--- config.mk ---
export PLATFORM = sky130hd
export DESIGN_NAME = cache_fill_fsm
export DESIGN_NICKNAME = d
export VERILOG_FILES = /design/src/rtl/cache_pkg.sv /design/src/rtl/fill_counter.sv /design/src/rtl/cache_fill_fsm.sv
export SDC_FILE = /design/constraint.sdc
export NUM_CORES = 1
export LEC_CHECK = 0
export ABC_AREA = 1
export CAP_MARGIN = 20
export CORE_UTILIZATION = 35
export DETAILED_ROUTE_END_ITERATION = 6
export GPL_TIMING_DRIVEN = 1
export PLACE_DENSITY = 0.77
export REMOVE_ABC_BUFFERS = 1
export SLEW_MARGIN = 20
export SYNTH_ARGS = -nofsm -noshare
export SYNTH_HDL_FRONTEND = slang
export SYNTH_SLANG_ARGS = --single-unit
--- constraint.sdc ---
create_clock -name clk -period 2.4 [get_ports clk]
set_input_delay 0.24 -clock clk [delete_from_list [all_inputs] [get_ports clk]]
set_output_delay 0.24 -clock clk [all_outputs]
set_load 0.05 [all_outputs]
--- src/rtl/cache_pkg.sv ---
// cache_pkg: shared state encoding and block geometry for the cache fill controller
package cache_pkg;
  typedef enum logic [1:0] {IDLE = 2'd0, FILL = 2'd1, TAG = 2'd2} fill_state_e;
  localparam int WORDS_PER_BLOCK = 8;
  localparam int OFFSET_W = $clog2(WORDS_PER_BLOCK);
  localparam int BLOCK_OFFSET_BITS = 4;
endpackage

--- src/rtl/fill_counter.sv ---
// fill_counter: word counter with sync clear, enable, async reset and terminal-count flag
module fill_counter #(
  parameter int W = 4,
  parameter logic [W-1:0] TERMINAL = '0
) (
  input  logic         clk,
  input  logic         rst_n,
  input  logic         i_clr,
  input  logic         i_en,
  output logic [W-1:0] o_count,
  output logic         o_done
);
  logic [W-1:0] r_cnt;
  always_ff @(posedge clk or negedge rst_n)
    if (!rst_n) r_cnt <= '0;
    else if (i_clr) r_cnt <= '0;
    else if (i_en) r_cnt <= r_cnt + 1'b1;
  assign o_count = r_cnt;
  assign o_done = r_cnt == TERMINAL;
endmodule

--- src/rtl/cache_fill_fsm.sv ---
// cache_fill_fsm: fetches a missed block from pipelined memory into the data array,
// then writes the tag and releases the stall
module cache_fill_fsm #(
  parameter int WORDS_PER_BLOCK = cache_pkg::WORDS_PER_BLOCK,
  parameter int ADDR_W = 16
) (
  input  logic              clk,
  input  logic              rst_n,
  input  logic              miss_detected,
  input  logic [ADDR_W-1:0] miss_address,
  input  logic [15:0]       memory_data,
  input  logic              memory_data_valid,
  output logic              fsm_busy,
  output logic              memory_read_enable,
  output logic [ADDR_W-1:0] memory_address,
  output logic              write_data_array,
  output logic              write_tag_array,
  output logic [ADDR_W-1:0] cache_address,
  output logic [15:0]       cache_data
);
  import cache_pkg::*;
  localparam int CNT_W = $clog2(WORDS_PER_BLOCK) + 1;
  localparam logic [ADDR_W-1:0] BLK_MASK = ~ADDR_W'((1 << BLOCK_OFFSET_BITS) - 1);
  fill_state_e r_state, w_next;
  logic [ADDR_W-1:0] r_base, w_req_off, w_rsp_off;
  logic [CNT_W-1:0] w_req_cnt, w_rsp_cnt;
  logic w_req_done, w_rsp_last, w_idle, w_fill, w_rsp;
  assign w_idle = r_state == IDLE;
  assign w_fill = r_state == FILL;
  assign w_rsp = w_fill && memory_data_valid;
  // base has a zero block offset, so OR-ing the word offset never carries into the tag
  assign w_req_off = ADDR_W'({w_req_cnt, 1'b0});
  assign w_rsp_off = ADDR_W'({w_rsp_cnt, 1'b0});
  fill_counter #(.W(CNT_W), .TERMINAL(CNT_W'(WORDS_PER_BLOCK))) u_req_cnt (
    .clk(clk), .rst_n(rst_n), .i_clr(w_idle), .i_en(memory_read_enable),
    .o_count(w_req_cnt), .o_done(w_req_done)
  );
  fill_counter #(.W(CNT_W), .TERMINAL(CNT_W'(WORDS_PER_BLOCK - 1))) u_rsp_cnt (
    .clk(clk), .rst_n(rst_n), .i_clr(w_idle), .i_en(w_rsp),
    .o_count(w_rsp_cnt), .o_done(w_rsp_last)
  );
  always_ff @(posedge clk or negedge rst_n)
    if (!rst_n) begin
      r_state <= IDLE;
      r_base <= '0;
    end else begin
      r_state <= w_next;
      if (w_idle && miss_detected) r_base <= miss_address & BLK_MASK;
    end
  always_comb begin
    w_next = (w_idle && miss_detected) ? FILL :
             (w_rsp && w_rsp_last) ? TAG :
             (r_state == TAG) ? IDLE : r_state;
    fsm_busy = !w_idle;
    memory_read_enable = w_fill && !w_req_done;
    memory_address = memory_read_enable ? (r_base | w_req_off) : '0;
    write_data_array = w_rsp;
    write_tag_array = r_state == TAG;
    cache_address = w_rsp ? (r_base | w_rsp_off) : (fsm_busy ? r_base : '0);
    cache_data = w_rsp ? memory_data : '0;
  end
endmodule

==> summary.md <==
| Metric | Value |
|---|---|
| Slowest CP cell | clkdlybuf4s50_1 |
| Min Hold Slack | 0.323 ns |
| GR Util met3 | 3.10% |
| Hold_buf cts | 0 |
| Max H-tree Level | 1 |
| Critical path startpoint category | flip-flop |
| Crit path max-delay family | buffers and inverters |
| Worst vdd ir | 336 uV |
| Met2 usage | 31.1% |
| Combinational fraction of design power | 10.6% |
| Clk sinks | 22 |
| Skew final | 0.00154 ns |
| Pre-CTS WS | 0.492 ns |
| Final setup TNS | 0 ns |
| Io pins | 88 |
| Unrepaired setup endpoints after global routing | false |
| FMAX | 0.459 GHz |
| First-pass GRT wire length | 5560 um |
| Status | complete, no violations |
| Reg2Reg Setup Slack | 0.82 ns |
| Worst slew pin tran | 0.511 ns |
| Register area share after synthesis | 38.7% |
| Total Routing Usage GR | 16.5% |
| Reg2reg start | u_req_cnt.o_count[0] |
| Antenna-violating nets left | 0 |
| Gate Count Post-Synth | 191 |
| Deepest clock path buffer count | 2 |
| Endpoints failing hold | 0 |
| Crit Path Max Fanout | 15 |
| Final setup viols | 0 |
| Worst-path clk slew | 0.07 ns |
| Final Instance Count excl. Fillers | 318 |
| Switch share | 19.8% |
| Final Cycle Share | 90.8% |
| Max stage delay on crit path | 0.73 ns |
| Post-cts resize count | 0 |
| GP Congestion | 0.689 |
| CTS tree | built |
| GR peak layer | met2 |
| Drt pass-1 iters | 4 |
| Crit-path cells | nor2_4, inv_2, clkdlybuf4s50_1 |
| M1 GR Usage | 19.2% |
| Inserted Clock Buffers | 3 |
| CP Class | flip-flop to primary output |
| Req. time, crit path | 2.16 ns |
| Chip width | 65.8 um |
| WP data arrival | 1.94 ns |
| Pwr Density | 269 mW/mm^2 |
| Vias in the first global route | 1,267 |
| Most common cell after layout, fill and taps aside | nor2_1 |
| Clk network pwr share | 33.2% |
| Net Sw Power | 131 uW |
| DP Cell Count | 315 |
| Clk_lat worst skew | 0.26 ns |
| Slew HR | 65.8% |
| Avg Cell Area, Syn | 7.45 um^2 |
| Die Height | 65.8 um |
| Most frequent cells in the layout | 54 x nor2_1, 44 x clkdlybuf4s50_1, 39 x inv_1, 22 x buf_12, 22 x dfrtp_1 |
| Starting density of the core | 37.8% |
| Number of remaining DRC errors | 0 |
| DR WL/cell | 10.4 um |
| DR vias | 1,347 |
| Setup repair bufs after CTS | 0 |
| Max_cap viols | 0 |
| Synth-to-layout area growth | 72.5% |
| Worst Reg-to-Reg Cells | 6 |
| Final Max Slew Viols | 0 |
| #FFs+latches synth | 22 |
| CTS root buf | clkbuf_8 |
| Final Critical Period | 2.18 ns |
| Core area | 0.00377 mm^2 |
| Largest net degree at the start of global routing | 25 |
| Pint | 529 uW |
| Post-layout util | 65.1% |
| Post-DP HPWL | 2640 um |
| DR vias/cell | 4.24 |
| Fin nets | 311 |
| Cell Area, Synth | 0.00142 mm^2 |
| Ratio of cells with drive above 1 in the final layout | 23.0% |
| Initial DRC count | 54 |
| Yosys cell types | 22 |
| Sequential share of power | 56.2% |
| Setup ws final | 0.222 ns |
| WP buf/inv | 2 |
| Initial antenna violation count | 0 |
| Synth warn | 0 |
| P_leak | 1.25 nW |
| Post-Route WL | 3290 um |
| R2R Path End | u_req_cnt.o_count[1] |
| Num rows | 22 |
| Congestion Overflow GR | 0 |
| Hold crit path type | input pin to asynchronous set/reset pin |
| Die Area | 0.00433 mm^2 |
| CP Capture Type | primary output |
| Input/output buffers | 81 |
| Diode count | 0 |
-- power by group through the flow --
| stage | Combinational (mW) | Clock [mW] | Sequential, mW |
|---|---|---|---|
| after CTS | 0.0709 | 0.227 | 0.370 |
| after global routing | 0.0772 | 0.243 | 0.370 |
| final | 0.0702 | 0.219 | 0.371 |
| after detailed placement | 0.0706 | 0 | 0.378 |
| after global placement | 0.0699 | 0 | 0.378 |
| after floorplan | 0.0118 | 0 | 0.378 |
-- through the flow --
step | area, um^2 | total power [mW]
3_3_place_gp | 2410 | 0.448
6_report | 2460 | 0.660
4_1_cts | 2460 | 0.668
2_1_floorplan | 1350 | 0.390
5_1_grt | 2460 | 0.690
3_5_place_dp | 2410 | 0.448
-- worst max path at each step --
stage                                    start                 end  slack (ns)  cells past startpoint
after floorplan           u_req_cnt.o_count[0]  memory_address[15]        0.49                      5
after global placement              r_state[1]            fsm_busy        0.50                      3
after detailed placement            r_state[1]            fsm_busy        0.49                      3
after CTS                           r_state[1]            fsm_busy        0.20                      3
after global routing                r_state[1]            fsm_busy        0.14                      3
final                               r_state[1]            fsm_busy        0.22                      3
-- kinds of logic after synthesis --
group / synth area share, %
fa+ha+maj: 2.64
simple gates: 33.0
xor+xnor: 1.23
flops: 38.7
compound gates: 7.38
other cells: 0.263
buf+inv: 16.8
-- synth_stat cells --
| master | number | share of area (%) |
|---|---|---|
| nor2_1 | 54 | 14 |
| inv_1 | 39 | 10 |
| dfrtp_1 | 22 | 39 |
| nand2_1 | 17 | 4.5 |
| a21oi_1 | 13 | 4.6 |
| nor2_4 | 13 | 10 |
| nand3_1 | 6 | 2.1 |
| o21ai_0 | 4 | 1.4 |
| buf_4 | 3 | 1.6 |
| buf_6 | 3 | 2.4 |
| ha_1 | 3 | 2.6 |
| inv_2 | 3 | 0.79 |
| xor2_1 | 2 | 1.2 |
| a21oi_2 | 1 | 0.62 |
| buf_12 | 1 | 1.4 |
| buf_2 | 1 | 0.35 |
| conb_1 | 1 | 0.26 |
| nand2_2 | 1 | 0.44 |
| nand2_4 | 1 | 0.79 |
| nand3_2 | 1 | 0.70 |
| o21ai_1 | 1 | 0.35 |
| o22ai_1 | 1 | 0.44 |
-- final cells by class --
| class | count | area, um^2 |
|---|---|---|
| fillers | 322 | 1320 |
| multi-input cells | 120 | 638 |
| clock buffers | 3 | 41.3 |
| well taps | 48 | 60.1 |
| repair buffers | 83 | 1010 |
| inverters | 42 | 158 |
| flip-flops and latches | 22 | 551 |
-- worst reg2reg max path: cells and delay by family, from the launching register on --
kind / cells / cell delay, ns
buffers and inverters: 1 / 0.14
flip-flops: 1 / 0.40
AO/OA/AOI/OAI: 1 / 0.18
adder cells (fa/ha/maj): 1 / 0.17
AND/OR/NAND/NOR: 3 / 0.60
-- flip-flops by register name, summed over array words and instances, names as in the netlist --
| register | count |
|---|---|
| u_req_cnt.o_count | 4 |
| r_state | 2 |
| r_base | 12 |
| u_rsp_cnt.o_count | 4 |
-- layer usage --
layer	vias up	wire [um]
met3	2	142
met1	595	1360
met2	36	1780
met4	0	10
met5	-	0
li1	714	-
Power figures use the tool's default switching activity.
